[config.mk]
export PLATFORM = sky130hd
export DESIGN_NAME = led_pattern_player
export DESIGN_NICKNAME = d
export VERILOG_FILES = /design/src/rtl/led_pattern_player.sv
export SDC_FILE = /design/constraint.sdc
export NUM_CORES = 1
export LEC_CHECK = 0
export ABC_AREA = 1
export BUFFER_PORTS_ARGS = -buffer_cell sky130_fd_sc_hd__buf_2
export CAP_MARGIN = 20
export CORE_MARGIN = 4
export CORE_UTILIZATION = 45
export DETAILED_ROUTE_END_ITERATION = 6
export PLACE_DENSITY_LB_ADDON = 0.3
export SLEW_MARGIN = 0
export SYNTH_ARGS = -nofsm -noshare
export SYNTH_HDL_FRONTEND = slang
export SYNTH_SLANG_ARGS = --single-unit
[constraint.sdc]
create_clock -name clk -period 2 [get_ports clk]
set_input_delay 0.2 -clock clk [delete_from_list [all_inputs] [get_ports clk]]
set_output_delay 0.2 -clock clk [all_outputs]
set_load 0.005 [all_outputs]
[src/rtl/led_pattern_player.sv]
// LED pattern sequencer: steps through a small pattern RAM once every TICK_DIV clocks,
// in loop, one-shot, ping-pong or reverse-loop order.
module led_pattern_player #(
    parameter int WIDTH    = 8,
    parameter int DEPTH    = 32,
    parameter int TICK_DIV = 2**22,
    localparam int AW      = (DEPTH > 1) ? $clog2(DEPTH) : 1
) (
    input  logic             clk,
    input  logic             resetn,
    input  logic             start,
    input  logic             stop,
    input  logic             hold,
    input  logic [1:0]       mode,
    input  logic [AW-1:0]    last_idx,
    input  logic             wr_en,
    input  logic [AW-1:0]    wr_addr,
    input  logic [WIDTH-1:0] wr_data,
    output logic [WIDTH-1:0] led,
    output logic [AW-1:0]    idx,
    output logic             busy,
    output logic             done
);

    localparam int PW = (TICK_DIV > 1) ? $clog2(TICK_DIV) : 1;
    localparam logic [PW-1:0] PRESC_MAX = PW'(TICK_DIV - 1);
    localparam logic [AW-1:0] MAX_IDX   = AW'(DEPTH - 1);

    localparam logic [1:0] M_LOOP = 2'd0;
    localparam logic [1:0] M_ONE  = 2'd1;
    localparam logic [1:0] M_PING = 2'd2;
    localparam logic [1:0] M_REV  = 2'd3;

    typedef enum logic [1:0] {S_IDLE, S_RUN, S_DONE} state_t;

    state_t          state;
    logic [1:0]      mode_q;
    logic [AW-1:0]   last_q;
    logic [PW-1:0]   presc;
    logic            dir;          // 0 = counting up, 1 = counting down
    logic [AW-1:0]   last_clamp;
    logic [AW-1:0]   nxt_idx;
    logic            nxt_dir;
    logic            finish;

    logic [WIDTH-1:0] mem [DEPTH];

    // Not reset: pattern contents survive resetn.
    always_ff @(posedge clk) begin
        if (wr_en) mem[wr_addr] <= wr_data;
    end

    assign last_clamp = (last_idx > MAX_IDX) ? MAX_IDX : last_idx;

    always_comb begin
        nxt_idx = idx;
        nxt_dir = dir;
        finish  = 1'b0;
        case (mode_q)
            M_LOOP: nxt_idx = (idx == last_q) ? '0 : idx + AW'(1);
            M_ONE: begin
                if (idx == last_q) finish = 1'b1;
                else               nxt_idx = idx + AW'(1);
            end
            M_PING: begin
                if (last_q == '0) begin
                    nxt_idx = '0;
                end else if (!dir) begin
                    if (idx == last_q) begin
                        nxt_dir = 1'b1;
                        nxt_idx = last_q - AW'(1);
                    end else begin
                        nxt_idx = idx + AW'(1);
                    end
                end else begin
                    if (idx == '0) begin
                        nxt_dir = 1'b0;
                        nxt_idx = AW'(1);
                    end else begin
                        nxt_idx = idx - AW'(1);
                    end
                end
            end
            M_REV: nxt_idx = (idx == '0) ? last_q : idx - AW'(1);
            default: nxt_idx = idx;
        endcase
    end

    always_ff @(posedge clk or negedge resetn) begin
        if (!resetn) begin
            state  <= S_IDLE;
            mode_q <= M_LOOP;
            last_q <= '0;
            presc  <= '0;
            dir    <= 1'b0;
            idx    <= '0;
            led    <= '0;
            busy   <= 1'b0;
            done   <= 1'b0;
        end else if (stop) begin
            // Stop wins over a simultaneous start; in IDLE this is a no-op.
            state <= S_IDLE;
            presc <= '0;
            dir   <= 1'b0;
            idx   <= '0;
            led   <= '0;
            busy  <= 1'b0;
            done  <= 1'b0;
        end else if (start && state != S_RUN) begin
            state  <= S_RUN;
            mode_q <= mode;
            last_q <= last_clamp;
            presc  <= '0;
            dir    <= (mode == M_REV);
            idx    <= (mode == M_REV) ? last_clamp : '0;
            led    <= '0;
            busy   <= 1'b1;
            done   <= 1'b0;
        end else if (state == S_RUN) begin
            led <= mem[idx];
            if (!hold) begin
                if (presc == PRESC_MAX) begin
                    presc <= '0;
                    if (finish) begin
                        state <= S_DONE;
                        busy  <= 1'b0;
                        done  <= 1'b1;
                    end else begin
                        idx <= nxt_idx;
                        dir <= nxt_dir;
                    end
                end else begin
                    presc <= presc + PW'(1);
                end
            end
        end
    end

endmodule

==> metrics.txt <==
outcome finished clean; Max-Slew Margin vs Limit 0.529; layout cell share with drive strength beyond 1 0.137; total core area 28200 sq um; worst reg-to-reg path cell count 13; initial antenna violation count 0; r2r endpoint presc[21]; Critical R2R Launch done; fin crit share 0.929; Via Count 9170; Avg Cell Area, Syn 11.0 sq um; DP HPWL 20200 microns; kind of critical path reg2reg; routed len/inst 19.3 microns; initial drt markers 1003; Hold Vio Cnt, Final 0; HP Class in2reg; Starting Density 0.462; worst setup path startpoint done; gr ovfl total 0; Startpoint Class flop; Peak Freq 538 MHz; H-tree Lvls 1; die height 178 microns; Worst Setup End Kind flop; vias per std cell 5.47; Final Max Slew Viols 0; power density cells 1300 nW/um^2; Least-Margin Pin Slew 0.707 ns; Place WS 0.129 ns; antenna viol nets, final 0; clk buf depth 3; Die Footprint 31700 sq um; CP max FO 8; RSZ-0062 raised after global routing yes; static leakage 5.47 nW; max cap viols 0; YS warnings 0; Clock Sink Count 301; Clock Skews 0.00978 ns; final net count 1305; area grow syn2layout 15.5%; Routed WL 32300 microns; post-synthesis cell count 1188; global-route wire length before repair 50400 microns; R2R Setup Slk 0.14 ns; CTS tree done; Sum Neg Setup Slack 0 ns; clock buffer count from CTS 31; minimum clock period 1.86 ns; Finished Layout Cells 1676; worst setup margin 0.142 ns; Cell Rows 61; final-layout fill cell count 2446; routability cong. 0.904; Worst EP required 2.44 ns; drt first pass iters 6; pin count of the biggest net entering global routing 61; Worst Setup EP presc[21]; DRC errors left 0; Yosys reg bits 301; worst skew pair latency 0.56 ns; Final setup viols 0; Max VDD drop 836 uV; Mapped Area 13000 sq um; Post-Place Cells 1607; Worst Path Arrival 2.30 ns; vias in the first global route 8870; I/O Buffers 40; sequential area share after synthesis 0.677; Post-Syn Nets 1218; die width 178 microns; CTS Root Cell clkbuf_16; count of cell types in the netlist 37; Total Routing Usage GR 0.205; antenna fix cells 0; Ports 41; clk slew on worst S/H paths 0.06 ns
placed cells by master (no fill, tap or decap), drive strengths merged:
master,n
edfxtp,256
nor2,254
nand2,168
o21ai,153
buf,102
nand3,61
inv,51
dfrtp,45
clkbuf,40
o211ai,33
o22ai,32
a21oi,31
clkinv,14
xor2,13
nand4,12
dlygate4sd3,8
nor3,6
nor3b,4
ha,4
xnor2,2
a21boi,1
or2,1
o221ai,1
nand3b,1
o21bai,1
and3,1
a21o,1
bufinv,1
clkinvlp,1
synthesized netlist by cell type:
cell / instances / area (sq um)
buf_2: 22 / 110
nor3b_1: 4 / 30.0
dfrtp_1: 45 / 1130
and3_1: 1 / 6.26
buf_4: 5 / 37.5
nor3_4: 1 / 16.3
o211ai_1: 33 / 248
nand3_1: 60 / 300
buf_1: 3 / 11.3
clkbuf_1: 26 / 97.6
o221ai_1: 1 / 8.76
nand3b_1: 1 / 7.51
nand4_1: 12 / 75.1
o21ai_0: 142 / 711
nor3_1: 5 / 25.0
o22ai_1: 32 / 200
nand3_2: 1 / 10.0
a21boi_0: 1 / 7.51
o21bai_1: 1 / 7.51
xnor2_1: 2 / 17.5
nor2_1: 246 / 923
nand2_2: 6 / 37.5
o21ai_1: 11 / 55.1
nor2_2: 2 / 12.5
nor2_4: 6 / 67.6
or2_0: 1 / 6.26
nand2_4: 2 / 22.5
a21oi_2: 4 / 35.0
a21o_1: 1 / 7.51
a21oi_1: 26 / 130
xor2_1: 13 / 114
ha_1: 4 / 50.1
a21oi_4: 1 / 16.3
inv_1: 40 / 150
nand2_1: 160 / 601
inv_2: 11 / 41.3
edfxtp_1: 256 / 7690
flip-flops by register name, summed over array words and instances, names as in the netlist:
register	cells
done	1
presc	22
last_q	5
dir	1
mode_q	2
idx	5
led	8
mem	256
state	1
report_power, final:
group / internal, mW / leakage (nW) / switching, mW
Sequential: 7.11 / 2.90 / 0.332
Clock: 2.98 / 0.447 / 2.30
Combinational: 2.29 / 2.12 / 4.57
Total: 12.4 / 5.47 / 7.20
how the worst min path moves through the flow:
| stage | depth (start not counted) | slack (ns) | start | endpoint |
|---|---|---|---|---|
| 4_1_cts | 4 | 0.06 | hold | presc[0] |
| 3_5_place_dp | 1 | 0.17 | resetn | last_q[4] |
| 3_3_place_gp | 1 | 0.16 | resetn | last_q[4] |
| 6_report | 4 | 0.07 | hold | presc[0] |
| 5_1_grt | 5 | 0.11 | hold | presc[20] |
| 2_1_floorplan | 0 | -0.1 | resetn | dir |
layer usage:
layer / vias up / part of all wire / track usage
met5: - / 0 / 0
met4: 0 / 0.027 / 0.0593
met3: 59 / 0.067 / 0.0305
met2: 322 / 0.47 / 0.329
met1: 4437 / 0.44 / 0.293
li1: 4352 / - / -
through the flow:
step | power, mW | hold slack [ns] | area, sq um | util
3_5_place_dp | 14.4 | 0.165 | 14000 | 0.497
5_1_grt | 20.8 | 0.110 | 15000 | 0.534
3_3_place_gp | 14.3 | 0.162 | 14000 | 0.497
6_report | 19.6 | 0.0652 | 15000 | 0.534
4_1_cts | 19.6 | 0.0565 | 15000 | 0.532
2_1_floorplan | 11.9 | -0.0956 | 13000 | -
what timing repair did:
action | 4_1_cts | 5_1_grt
gates resized for setup | 0 | 5
buffers inserted | 0 | 5
hold buffers | 8 | 0
endpoints found under the hold margin | 52 | 0
endpoints found under the setup margin | 0 | 9
worst max-delay path, stage by stage, from the launching register on:
cell	delay, ns
dfrtp_1	0.40
inv_2	0.07
nand2_4	0.08
nor2_4	0.14
inv_2	0.06
nand2_4	0.12
nand2_2	0.10
nor3_4	0.29
buf_4	0.17
inv_2	0.03
nor2_1	0.11
nand2_1	0.06
nand2_1	0.06
nor2_1	0.04
cell families (layout without fill, tap and decap cells):
group	Yosys count	after routing	synth area share
xor gates and xnor gates	15	15	0.0101
DFF	301	301	0.677
AOI/OAI and AO/OA	253	253	0.110
and+or+nand+nor	508	508	0.165
adders and majority gates	4	4	0.00385
buffers and inverters	107	217	0.0344
final cells by class:
type	count	area (sq um)	area share
multi-input cells	780	3760	0.250
repair buffers	110	871	0.0579
well taps	378	473	0.0315
clock buffers	40	820	0.0545
clock inverters	16	96.3	0.00641
flip-flops and latches	301	8820	0.587
inverters	51	196	0.0131
Power figures use the tool's default switching activity.
